File: config.mk
export PLATFORM = sky130hd
export DESIGN_NAME = lock_controller
export DESIGN_NICKNAME = d
export VERILOG_FILES = /design/src/rtl/safety_pkg.sv /design/src/rtl/lock_controller_rise_detect.sv /design/src/rtl/lock_controller.sv
export SDC_FILE = /design/constraint.sdc
export NUM_CORES = 1
export LEC_CHECK = 0
export ABC_AREA = 1
export BUFFER_PORTS_ARGS = -buffer_cell sky130_fd_sc_hd__buf_2
export CAP_MARGIN = 0
export CORE_ASPECT_RATIO = 0.8
export CORE_MARGIN = 3
export CORE_UTILIZATION = 34
export DETAILED_ROUTE_END_ITERATION = 10
export PLACE_DENSITY_LB_ADDON = 0.15
export SLEW_MARGIN = 30
export SYNTH_ARGS = -nofsm -noshare
export SYNTH_HDL_FRONTEND = slang
export SYNTH_SLANG_ARGS = --single-unit
File: constraint.sdc
create_clock -name clk -period 5.79 [get_ports clk]
set_clock_uncertainty 0.05 [all_clocks]
set_input_delay 1.4475 -clock clk [delete_from_list [all_inputs] [get_ports clk]]
set_output_delay 1.4475 -clock clk [all_outputs]
set_load 0.005 [all_outputs]
File: src/rtl/safety_pkg.sv
// Shared types and constants for the keypad lock controller.
package safety_pkg;

  localparam int DIGIT_W  = 4;
  localparam int NUM_KEYS = 10;

  typedef enum logic [1:0] {
    S_ENTRY   = 2'd0,
    S_OPEN    = 2'd1,
    S_SET     = 2'd2,
    S_LOCKOUT = 2'd3
  } lock_state_t;

  // Index of the highest set key; only meaningful when exactly one bit is set.
  function automatic logic [DIGIT_W-1:0] key_encode(input logic [NUM_KEYS-1:0] keys);
    key_encode = '0;
    for (int i = 0; i < NUM_KEYS; i++) begin
      if (keys[i]) key_encode = DIGIT_W'(i);
    end
  endfunction

endpackage

File: src/rtl/lock_controller_rise_detect.sv
// Rising-edge detector with registered history. History resets to ones so
// inputs already high when reset releases produce no event.
module rise_detect #(
  parameter int WIDTH = 1
) (
  input  logic             clk,
  input  logic             rst,
  input  logic [WIDTH-1:0] din,
  output logic [WIDTH-1:0] rise
);

  logic [WIDTH-1:0] hist;

  always_ff @(posedge clk) begin
    if (rst) hist <= '1;
    else     hist <= din;
  end

  assign rise = din & ~hist;

endmodule

File: src/rtl/lock_controller.sv
// Keypad passcode lock: entry, timed open, passcode change and failure lockout.
//
// state     | meaning
// ----------|------------------------------------------------------------
// S_ENTRY   | collecting passcode digits, ENTER compares against code
// S_OPEN    | unlocked, shared timer counts down to automatic relock
// S_SET     | collecting a new passcode, ENTER stores it if complete
// S_LOCKOUT | too many failures, keys ignored until shared timer expires
module lock_controller
  import safety_pkg::*;
#(
  parameter int          DIGITS       = 4,
  parameter int          MAX_FAIL     = 3,
  parameter int          OPEN_CYC     = 1000,
  parameter int          LOCK_CYC     = 5000,
  parameter logic [31:0] DEFAULT_CODE = 32'h0000_1234
) (
  input  logic                              clk,
  input  logic                              rst,
  input  logic [NUM_KEYS-1:0]               key_dbn,
  input  logic                              enter_dbn,
  input  logic                              clear_dbn,
  output logic                              unlocked,
  output logic                              alarm,
  output logic                              set_mode,
  output logic [3:0]                        digit_cnt,
  output logic [$clog2(MAX_FAIL+1)-1:0]     fail_cnt
);

  localparam int CODE_W = DIGITS * DIGIT_W;
  localparam int FAIL_W = $clog2(MAX_FAIL + 1);
  localparam int TMAX   = (OPEN_CYC > LOCK_CYC) ? OPEN_CYC : LOCK_CYC;
  localparam int TW     = $clog2(TMAX + 1);

  localparam logic [3:0]        DIGITS_L  = 4'(DIGITS);
  localparam logic [TW-1:0]     OPEN_LOAD = TW'(OPEN_CYC - 1);
  localparam logic [TW-1:0]     LOCK_LOAD = TW'(LOCK_CYC - 1);
  localparam logic [FAIL_W-1:0] FAIL_LAST = FAIL_W'(MAX_FAIL - 1);
  localparam logic [FAIL_W-1:0] FAIL_MAX  = FAIL_W'(MAX_FAIL);

  logic [NUM_KEYS+1:0] rise;
  logic [NUM_KEYS-1:0] key_rise;
  logic                enter_ev, clear_ev, digit_ev;
  logic [DIGIT_W-1:0]  digit_val;

  rise_detect #(.WIDTH(NUM_KEYS + 2)) u_rise (
    .clk  (clk),
    .rst  (rst),
    .din  ({clear_dbn, enter_dbn, key_dbn}),
    .rise (rise)
  );

  assign key_rise  = rise[NUM_KEYS-1:0];
  assign enter_ev  = rise[NUM_KEYS];
  assign clear_ev  = rise[NUM_KEYS+1];
  assign digit_ev  = $onehot(key_rise);
  assign digit_val = key_encode(key_rise);

  lock_state_t         state, state_nx;
  logic [CODE_W-1:0]   entry_buf, buf_nx;
  logic [CODE_W-1:0]   code, code_nx;
  logic [3:0]          cnt_nx;
  logic                ovf, ovf_nx;
  logic [FAIL_W-1:0]   fail_nx;
  logic [TW-1:0]       timer, timer_nx;
  logic                match;

  assign match = (digit_cnt == DIGITS_L) && !ovf && (entry_buf == code);

  always_comb begin
    state_nx = state;
    buf_nx   = entry_buf;
    code_nx  = code;
    cnt_nx   = digit_cnt;
    ovf_nx   = ovf;
    fail_nx  = fail_cnt;
    timer_nx = timer;

    // Digit collection shared by ENTRY and SET; the first digit typed ends up
    // most significant so a code reads in typed order.
    if ((state == S_ENTRY || state == S_SET) && digit_ev) begin
      if (digit_cnt == DIGITS_L) begin
        ovf_nx = 1'b1;
      end else begin
        buf_nx = CODE_W'({entry_buf, digit_val});
        cnt_nx = digit_cnt + 4'd1;
      end
    end

    unique case (state)
      S_ENTRY: begin
        if (enter_ev) begin
          buf_nx = '0;
          cnt_nx = '0;
          ovf_nx = 1'b0;
          if (match) begin
            state_nx = S_OPEN;
            fail_nx  = '0;
            timer_nx = OPEN_LOAD;
          end else if (fail_cnt == FAIL_LAST) begin
            state_nx = S_LOCKOUT;
            fail_nx  = FAIL_MAX;
            timer_nx = LOCK_LOAD;
          end else begin
            fail_nx = fail_cnt + 1'b1;
          end
        end else if (clear_ev) begin
          buf_nx = '0;
          cnt_nx = '0;
          ovf_nx = 1'b0;
        end
      end
      S_OPEN: begin
        buf_nx = '0;
        cnt_nx = '0;
        ovf_nx = 1'b0;
        if (enter_ev || timer == '0) begin
          state_nx = S_ENTRY;
          timer_nx = '0;
        end else if (clear_ev) begin
          state_nx = S_SET;
        end else begin
          timer_nx = timer - 1'b1;
        end
      end
      S_SET: begin
        if (enter_ev || clear_ev) begin
          if (enter_ev && digit_cnt == DIGITS_L && !ovf) code_nx = entry_buf;
          state_nx = S_OPEN;
          timer_nx = OPEN_LOAD;
          buf_nx   = '0;
          cnt_nx   = '0;
          ovf_nx   = 1'b0;
        end
      end
      S_LOCKOUT: begin
        if (timer == '0) begin
          state_nx = S_ENTRY;
          fail_nx  = '0;
        end else begin
          timer_nx = timer - 1'b1;
        end
      end
    endcase
  end

  always_ff @(posedge clk) begin
    if (rst) begin
      state     <= S_ENTRY;
      entry_buf <= '0;
      code      <= DEFAULT_CODE[CODE_W-1:0];
      digit_cnt <= '0;
      ovf       <= 1'b0;
      fail_cnt  <= '0;
      timer     <= '0;
      unlocked  <= 1'b0;
      alarm     <= 1'b0;
      set_mode  <= 1'b0;
    end else begin
      state     <= state_nx;
      entry_buf <= buf_nx;
      code      <= code_nx;
      digit_cnt <= cnt_nx;
      ovf       <= ovf_nx;
      fail_cnt  <= fail_nx;
      timer     <= timer_nx;
      unlocked  <= (state_nx == S_OPEN);
      alarm     <= (state_nx == S_LOCKOUT);
      set_mode  <= (state_nx == S_SET);
    end
  end

endmodule

==> impl_metrics.py, run 1 <==
metrics = {
    "run_status": {
        "outcome": "completed",
    },
    "drt": {
        "drtAntennaViolNets": 0,
        "post_drt_wl_per_cell_um": 11.6,
        "vias_per_cell": 4.65,
        "route.detailed.drc": 0,
        "routed_wl_um": 8080,
        "num_vias": 3241,
        "dr.pass1.iters": 5,
        "drt_first_iter_violations": 190,
    },
    "synthesis": {
        "synth-compound-area-share_pct": 14.2,
        "synth_xor_area_share_pct": 2.42,
        "mappedNetlistArea_um2": 3610,
        "synth_seq_cells": 69,
        "synthTopCellsByCount": "nand2_1 (115), inv_1 (81), dfxtp_1 (69)",
        "syn_avg_cell_area_um2": 6.81,
        "synthArstFlopShare_pct": 0,
        "synthMuxAreaShare_pct": 0,
        "synth_most_common_cell": "nand2_1",
        "yosys.area_share.simple_pct": 29.0,
        "synth_edf_count": 0,
        "seq_area_frac_synth_pct": 38.2,
        "synth_area_leader_cell": "dfxtp_1",
        "synth_top_area_share_pct": 38.2,
        "yosysUniqueCellTypes": 33,
        "synth_area_leaders": "dfxtp_1 (38%), nand2_1 (12%), inv_1 (8.4%)",
        "synthCells": 531,
        "syn-num-nets": 557,
        "synthFlopType": "dfxtp_1",
        "yosys.area_share.adder_pct": 5.40,
        "synth_top_family_by_area": "simple AND/OR/NAND/NOR gates",
        "yosys_warnings": 0,
    },
    "cts": {
        "cts_root_buf": "clkbuf_16",
        "cts_tree": "done",
        "clockBufferDepth": 2,
        "htreeDepth": 3,
        "cts_buffers": 9,
        "path_clk_slew_ps": 50,
        "postCtsSetupBuffers": 0,
        "clkLatencyLatePin_ps": 330,
        "ctsResizeCount": 0,
        "cts_sinks": 69,
        "hold_buffers": 0,
    },
    "global_route": {
        "grt_use_met1_pct": 21.0,
        "antenna_found_initial": 0,
        "grt_use_total_pct": 14.7,
        "first_global_vias": 3071,
        "grt_util_met3_pct": 4.23,
        "overflow": 0,
        "grt_max_degree": 46,
        "top_usage_layer": "met2",
        "grt_pass1_wl_um": 14200,
        "grt_use_met2_pct": 21.4,
    },
    "worst_setup_path": {
        "crit_buf_inv": 5,
        "cpMaxStageDelayCell": "fa_1",
        "cp.arrival_ps": 5220,
        "crit_path_cell_trace": "buf_2, inv_1, or2_2, fa_1, inv_1, fa_1, fa_1, ha_1, inv_1, fa_1, nand3_1, nor2_1, nand2_1, nor2_2, inv_1, o21ai_0, a21oi_1",
        "path_max_fanout": 25,
        "critPathCaptureType": "flop",
        "critPathKind": "primary input to flop",
        "cpPeakStageDelay_ps": 560,
        "critPathLaunchType": "primary input",
        "critPathTopFamily": "adder cells",
        "cp.required_ps": 5930,
    },
    "sta": {
        "finalHoldViolCount": 0,
        "fin_crit_sh_pct": 87.7,
        "rsz0062_at_grt": "false",
        "slew_viol_final": 0,
        "setup_ws_ps": 710,
        "worst_pin_slew_ps": 894,
        "fin_setup_tns_ps": 0,
        "fin_crit_ps": 5080,
        "setup_viol": 0,
        "slew_headroom_pct": 40.3,
        "fmax_ghz": 0.197,
    },
    "flow_run": {
        "max_cap_violations": 0,
    },
    "place": {
        "dpl_cell_area_um2": 3840,
        "port_buffers": 22,
        "place_worst_setup_slack_ps": 314,
        "finalWeightedCongestion": 0.821,
        "dpl.hpwl_um": 5720,
    },
    "floorplanning": {
        "die_area_um2": 11900,
        "initial_core_util_pct": 35.0,
        "row_count": 33,
        "fp.dieH_um": 98.2,
        "die_w_um": 121,
        "io_pins": 23,
        "coreArea_um2": 10300,
    },
    "min_path": {
        "hold_path.class": "flop to flop",
    },
    "power_and_ir_drop": {
        "total_power_mw": 1.54,
        "power_density_nw_per_um2": 370,
        "total_leakage_power_nw": 1.99,
        "ir_drop_uv": 147,
    },
    "cells_and_area": {
        "layout.nets": 578,
        "drive_above_1_share_pct": 10.6,
        "synthToLayoutAreaGrowth_pct": 15.4,
        "design_area_um2": 4170,
        "diodes": 0,
    },
}
report_power, final:
| part | switching [mW] | total [mW] | internal, mW | leakage [nW] |
|---|---|---|---|---|
| Clock | 0.199 | 0.598 | 0.399 | 0.163 |
| Combinational | 0.255 | 0.385 | 0.130 | 1.26 |
| Sequential | 0.0407 | 0.562 | 0.521 | 0.564 |
| Total | 0.495 | 1.54 | 1.05 | 1.99 |
per-stage QoR:
stage	std cells	util (%)	hold WS, ps
after global placement	681	37.2	404
after floorplan	531	-	394
after detailed placement	681	37.2	410
after global routing	697	40.4	436
final	697	40.4	420
after CTS	697	40.4	420
flip-flops by register name, summed over array words and instances, names as in the netlist:
name	cells
u_rise.hist	12
timer	13
unlocked	1
ovf	1
digit_cnt	4
state	2
entry_buf	16
set_mode	1
alarm	1
code	16
fail_cnt	2
placed cells by master (no fill, tap or decap), drive strengths merged, types with 12 or more instances in the layout:
master,Yosys,layout
nand2,118,118
inv,83,83
nor2,71,71
dfxtp,69,69
a21oi,49,49
o21ai,42,42
nand3,36,36
buf,11,24
clkbuf,3,12
final timing paths:
path	start	cells past startpoint	end	slack (ps)
max	key_dbn[0]	17	entry_buf[8]	710
min	code[0]	2	code[0]	420
max reg2reg	u_rise.hist[0]	15	entry_buf[8]	1640
min reg2reg	code[0]	2	code[0]	420
area by class of cell:
class,count,area (um^2)
multi-input combinational,364,1850
clock inverter,4,70.1
timing repair buffer,24,125
tap,140,175
inverter,84,315
clock buffer,12,256
fill,1149,6150
sequential,69,1380
logic make-up (layout without fill, tap and decap cells):
| logic type | after synthesis | after routing |
|---|---|---|
| adder cells (fa/ha/maj) | 12 | 12 |
| AND/OR/NAND/NOR | 243 | 243 |
| XOR/XNOR | 10 | 10 |
| AO/OA/AOI/OAI | 99 | 99 |
| flip-flops | 69 | 69 |
| buffers and inverters | 98 | 124 |
per-layer routing:
layer,vias to the layer above,part of all wire [%]
met1,1449,52
met4,0,1.4
met3,10,5.0
met5,-,0
met2,62,41
li1,1720,-
worst register-to-register path, delay by kind of cell, from the launching register on:
kind                     cells  cell delay (ps)
AO/OA/AOI/OAI                2              340
adder cells (fa/ha/maj)      5             2230
buffers and inverters        3              400
flip-flops                   1              290
AND/OR/NAND/NOR              5              700
Note: power is estimated with default switching activity, not from simulation.
==> inputs of run 2 (changes only) <==
--- a/config.mk
+++ b/config.mk
@@ -12,7 +12,8 @@
 export CORE_MARGIN = 3
 export CORE_UTILIZATION = 34
 export DETAILED_ROUTE_END_ITERATION = 10
-export PLACE_DENSITY_LB_ADDON = 0.15
+export GPL_TIMING_DRIVEN = 0
+export PLACE_DENSITY = 0.59
 export SLEW_MARGIN = 30
 export SYNTH_ARGS = -nofsm -noshare
 export SYNTH_HDL_FRONTEND = slang
==> impl_metrics.py, run 2 (synthesis gave the netlist of run 1 again) <==
metrics = {
    "floorplanning": {
        "die_w_um": 121,
        "coreArea_um2": 10300,
        "fp.dieH_um": 98.2,
        "io_pins": 23,
        "die_area_um2": 11900,
        "initial_core_util_pct": 35.0,
        "row_count": 33,
    },
    "cts": {
        "cts_tree": "done",
        "path_clk_slew_ps": 50,
        "hold_buffers": 0,
        "clkLatencyLatePin_ps": 340,
        "cts_sinks": 69,
        "htreeDepth": 3,
        "cts_root_buf": "clkbuf_16",
        "cts_buffers": 9,
        "clockBufferDepth": 2,
        "postCtsSetupBuffers": 0,
        "ctsResizeCount": 0,
    },
    "power_and_ir_drop": {
        "power_density_nw_per_um2": 367,
        "ir_drop_uv": 148,
        "total_power_mw": 1.55,
        "total_leakage_power_nw": 2.01,
    },
    "sta": {
        "slew_headroom_pct": 65.4,
        "fin_crit_ps": 5290,
        "fin_crit_sh_pct": 91.4,
        "slew_viol_final": 0,
        "setup_viol": 0,
        "worst_pin_slew_ps": 519,
        "fmax_ghz": 0.189,
        "rsz0062_at_grt": "false",
        "finalHoldViolCount": 0,
        "fin_setup_tns_ps": 0,
    },
    "cells_and_area": {
        "reg.largest.list": "code: 16 flops, entry_buf: 16 flops, timer: 13 flops",
        "final_cell_mix": "nand2_1 (115), inv_1 (81), dfxtp_1 (69), nor2_1 (66), a21oi_1 (49)",
        "stdcell_count": 709,
        "drive_above_1_share_pct": 11.8,
        "diodes": 0,
        "final_common_cell": "nand2_1",
        "layout.nets": 590,
        "synthToLayoutAreaGrowth_pct": 16.6,
    },
    "worst_setup_path": {
        "critPathCaptureType": "flop",
        "critPathKind": "primary input to flop",
        "cp.arrival_ps": 5460,
        "cp.required_ps": 5960,
        "critPathLaunchType": "primary input",
        "path_max_fanout": 10,
    },
    "drt": {
        "routed_wl_um": 8480,
        "dr.pass1.iters": 5,
        "drt_first_iter_violations": 156,
        "vias_per_cell": 4.66,
        "route.detailed.drc": 0,
        "num_vias": 3304,
        "drtAntennaViolNets": 0,
        "post_drt_wl_per_cell_um": 12.0,
    },
    "place": {
        "dpl.hpwl_um": 6240,
        "finalWeightedCongestion": 0.917,
        "port_buffers": 22,
        "place_inst": 693,
    },
    "run_status": {
        "outcome": "completed",
    },
    "min_path": {
        "hold_path.class": "flop to flop",
    },
    "global_route": {
        "overflow": 0,
        "first_global_vias": 3191,
        "antenna_found_initial": 0,
        "grt_pass1_wl_um": 14700,
        "grt_use_met1_pct": 21.3,
        "grt_util_met3_pct": 4.75,
        "grt_max_degree": 13,
        "grt_use_met2_pct": 23.0,
        "top_usage_layer": "met2",
        "grt_use_total_pct": 15.4,
    },
    "flow_run": {
        "max_cap_violations": 0,
    },
}
## run 2: changes by cell type in the layout (fill, tap and decap cells not counted)
| cell | before | now |
|---|---|---|
| buf_4 | 2 | 1 |
| buf_6 | 0 | 1 |
| nand3_1 | 32 | 33 |
| clkbuf_1 | 1 | 3 |
| clkinvlp_4 | 0 | 2 |
| nand3_2 | 4 | 3 |
| clkbuf_8 | 2 | 0 |
| clkinv_2 | 2 | 3 |
| buf_1 | 0 | 1 |
| buf_2 | 22 | 30 |
## run 2: area by class of cell
type	count	area, um^2
buffer	14	73.8
tap	140	175
clock buffer	9	225
fill	1117	6110
multi-input combinational	364	1840
timing repair buffer	22	110
sequential	69	1380
inverter	84	315
clock inverter	7	90.1
## run 2: power breakdown
group / leakage [nW] / switching (mW) / internal (mW) / total (mW)
sequential: 0.564 / 0.0384 / 0.521 / 0.559
combinational: 1.30 / 0.265 / 0.140 / 0.404
clock: 0.151 / 0.210 / 0.374 / 0.584
## run 2: through the flow
step                      instance area, um^2  setup WS [ps]  utilization, %  hold slack [ps]
after floorplan                          3610            634               -              394
after global routing                     4220            214            40.8              456
after detailed placement                 3900            118            37.8              414
after global placement                   3900            140            37.8              403
after CTS                                4220            476            40.8              422
final                                    4220            497            40.8              421
## run 2: worst max-delay path, cell delays in order
cell and delay, ps:
buf_2 80, inv_1 40, or2_2 280, fa_1 540, inv_1 60, fa_1 500, fa_1 560, ha_1 180
inv_1 60, fa_1 480, nand3_1 70, nor2_1 90, nand2_1 130, nor2_2 300, inv_1 170, buf_2 230
o21ai_0 200, a21oi_1 60
## run 2: per-layer routing
metal | routed length (um) | up-vias
met5 | 0 | -
met4 | 119 | 0
met1 | 4360 | 1483
met3 | 428 | 11
met2 | 3580 | 69
li1 | - | 1741
## run 2: final timing paths
check,start,slack [ps],cells past startpoint,to
min,code[0],420,2,code[0]
max,key_dbn[0],500,18,entry_buf[12]
max reg2reg,u_rise.hist[0],1420,16,entry_buf[12]
min reg2reg,code[0],420,2,code[0]
==> inputs of run 3 (changes only) <==
--- a/config.mk
+++ b/config.mk
@@ -11,9 +11,11 @@
 export CORE_ASPECT_RATIO = 0.8
 export CORE_MARGIN = 3
 export CORE_UTILIZATION = 34
+export CTS_CLUSTER_SIZE = 24
 export DETAILED_ROUTE_END_ITERATION = 10
 export GPL_TIMING_DRIVEN = 0
 export PLACE_DENSITY = 0.59
+export RECOVER_POWER = 25
 export SLEW_MARGIN = 30
 export SYNTH_ARGS = -nofsm -noshare
 export SYNTH_HDL_FRONTEND = slang
==> impl_metrics.py, run 3 (synthesis gave the netlist of run 1 again) <==
metrics = {
    "drt": {
        "routed_wl_um": 8510,
        "route.detailed.drc": 0,
        "vias_per_cell": 4.66,
        "drtAntennaViolNets": 0,
        "dr.pass1.iters": 4,
        "num_vias": 3301,
        "post_drt_wl_per_cell_um": 12.0,
        "drt_first_iter_violations": 165,
    },
    "cts": {
        "htreeDepth": 3,
        "clockBufferDepth": 2,
        "cts_tree": "done",
        "cts_root_buf": "clkbuf_16",
        "path_clk_slew_ps": 50,
        "cts_buffers": 9,
        "cts_sinks": 69,
        "ctsResizeCount": 0,
        "hold_buffers": 0,
        "clkLatencyLatePin_ps": 340,
        "postCtsSetupBuffers": 0,
    },
    "power_and_ir_drop": {
        "swShare_pct": 33.3,
        "intPower_mw": 1.03,
        "p_seq_share_pct": 36.1,
        "ir_drop_uv": 148,
        "power_density_nw_per_um2": 368,
        "power.switching_mw": 0.516,
        "comb_power_share_pct": 26.2,
        "total_leakage_power_nw": 2.00,
        "clkPwrFrac_pct": 37.8,
    },
    "worst_setup_path": {
        "cp.arrival_ps": 5460,
        "r2r-end": "entry_buf[10]",
        "crit_path_cell_trace": "buf_2, inv_1, or2_2, fa_1, inv_1, fa_1, fa_1, ha_1, inv_1, fa_1, nand3_1, nor2_1, nand2_1, nor2_2, inv_1, buf_2, o21ai_0, a21oi_1",
        "critPathKind": "primary input to flop",
        "critPathLaunchType": "primary input",
        "cp.required_ps": 5960,
        "crit_buf_inv": 6,
        "cpMaxStageDelayCell": "fa_1",
        "critPathTopFamily": "adder cells",
        "critPathCaptureType": "flop",
        "reg2reg_from": "u_rise.hist[0]",
        "cpPeakStageDelay_ps": 560,
        "worstRegToRegCells": 16,
        "r2r_slack_ps": 1420,
        "path_max_fanout": 10,
    },
    "sta": {
        "fin_setup_tns_ps": 0,
        "slew_headroom_pct": 57.0,
        "rsz0062_at_grt": "false",
        "fin_crit_sh_pct": 91.4,
        "setup_ws_ps": 497,
        "worst_pin_slew_ps": 644,
        "fin_crit_ps": 5290,
        "setup_viol": 0,
        "slew_viol_final": 0,
        "fmax_ghz": 0.189,
        "hold_ws_ps": 418,
        "finalHoldViolCount": 0,
    },
    "cells_and_area": {
        "layout.nets": 590,
        "stdcell_count": 709,
        "synthToLayoutAreaGrowth_pct": 16.5,
        "final_cell_mix": "nand2_1 (115), inv_1 (82), dfxtp_1 (69), nor2_1 (66), a21oi_1 (49)",
        "final_common_cell": "nand2_1",
        "reg.largest.list": "code: 16 flops, entry_buf: 16 flops, timer: 13 flops",
        "diodes": 0,
        "drive_above_1_share_pct": 10.9,
    },
    "floorplanning": {
        "fp.dieH_um": 98.2,
        "io_pins": 23,
        "coreArea_um2": 10300,
        "die_area_um2": 11900,
        "initial_core_util_pct": 35.0,
        "die_w_um": 121,
        "row_count": 33,
    },
    "global_route": {
        "first_global_vias": 3191,
        "overflow": 0,
        "grt_use_total_pct": 15.4,
        "grt_pass1_wl_um": 14700,
        "grt_max_degree": 13,
        "antenna_found_initial": 0,
    },
    "place": {
        "place_worst_setup_slack_ps": 118,
        "dpl.hpwl_um": 6240,
        "finalWeightedCongestion": 0.917,
        "place_inst": 693,
        "port_buffers": 22,
    },
    "min_path": {
        "hold_path.class": "flop to flop",
        "hold_start": "code[0]",
        "holdPathStages": 2,
        "worstHoldEndpoint": "code[0]",
    },
    "flow_run": {
        "max_cap_violations": 0,
    },
    "run_status": {
        "outcome": "completed",
    },
}
## run 3: changes by cell type in the layout (fill, tap and decap cells not counted)
cell,before,now
clkbuf_1,3,7
buf_2,30,26
inv_1,81,82
inv_2,2,1
## run 3: worst min-delay path: cells and delay by family, from the launching register on
kind	cells	cell delay [ps]
buffers and inverters	1	60
DFF	1	310
AOI/OAI and AO/OA	1	50
## run 3: power by group through the flow
| stage | clock network [mW] | registers [mW] | logic [mW] |
|---|---|---|---|
| 3_5_place_dp | 0 | 0.568 | 0.405 |
| 2_1_floorplan | 0 | 0.560 | 0.311 |
| 5_1_grt | 0.625 | 0.566 | 0.469 |
| 4_1_cts | 0.601 | 0.558 | 0.407 |
| 6_report | 0.585 | 0.559 | 0.405 |
| 3_3_place_gp | 0 | 0.567 | 0.397 |
## run 3: stage by stage
stage / utilization, % / total power [mW] / cell area [um^2]
final: 40.8 / 1.55 / 4210
after global routing: 40.8 / 1.66 / 4210
after CTS: 40.8 / 1.57 / 4220
after detailed placement: 37.8 / 0.974 / 3900
after global placement: 37.8 / 0.964 / 3900
after floorplan: - / 0.871 / 3610
## run 3: cell type report
cell class | instances | area [um^2]
plain buffers | 14 | 72.6
clock buffers | 9 | 225
clock inverters | 7 | 90.1
fillers | 1116 | 6110
inverters | 84 | 315
multi-input cells | 364 | 1840
flip-flops and latches | 69 | 1380
well taps | 140 | 175
repair buffers | 22 | 106
## run 3: worst max path at each step
| stage | start | endpoint | slack (ps) | cells after the start |
|---|---|---|---|---|
| after global routing | key_dbn[0] | entry_buf[9] | 210 | 18 |
| after detailed placement | key_dbn[0] | entry_buf[10] | 120 | 18 |
| after global placement | key_dbn[0] | entry_buf[13] | 140 | 18 |
| after CTS | key_dbn[0] | entry_buf[10] | 480 | 18 |
| final | key_dbn[0] | entry_buf[10] | 500 | 18 |
| after floorplan | key_dbn[0] | entry_buf[13] | 630 | 17 |
## run 3: layer usage
metal	up-vias	global-route usage, %	share of wire, %
li1	1742	-	-
met1	1489	21.3	52
met2	57	23.0	42
met3	13	4.75	4.0
met4	0	5.08	1.5
met5	-	0	0
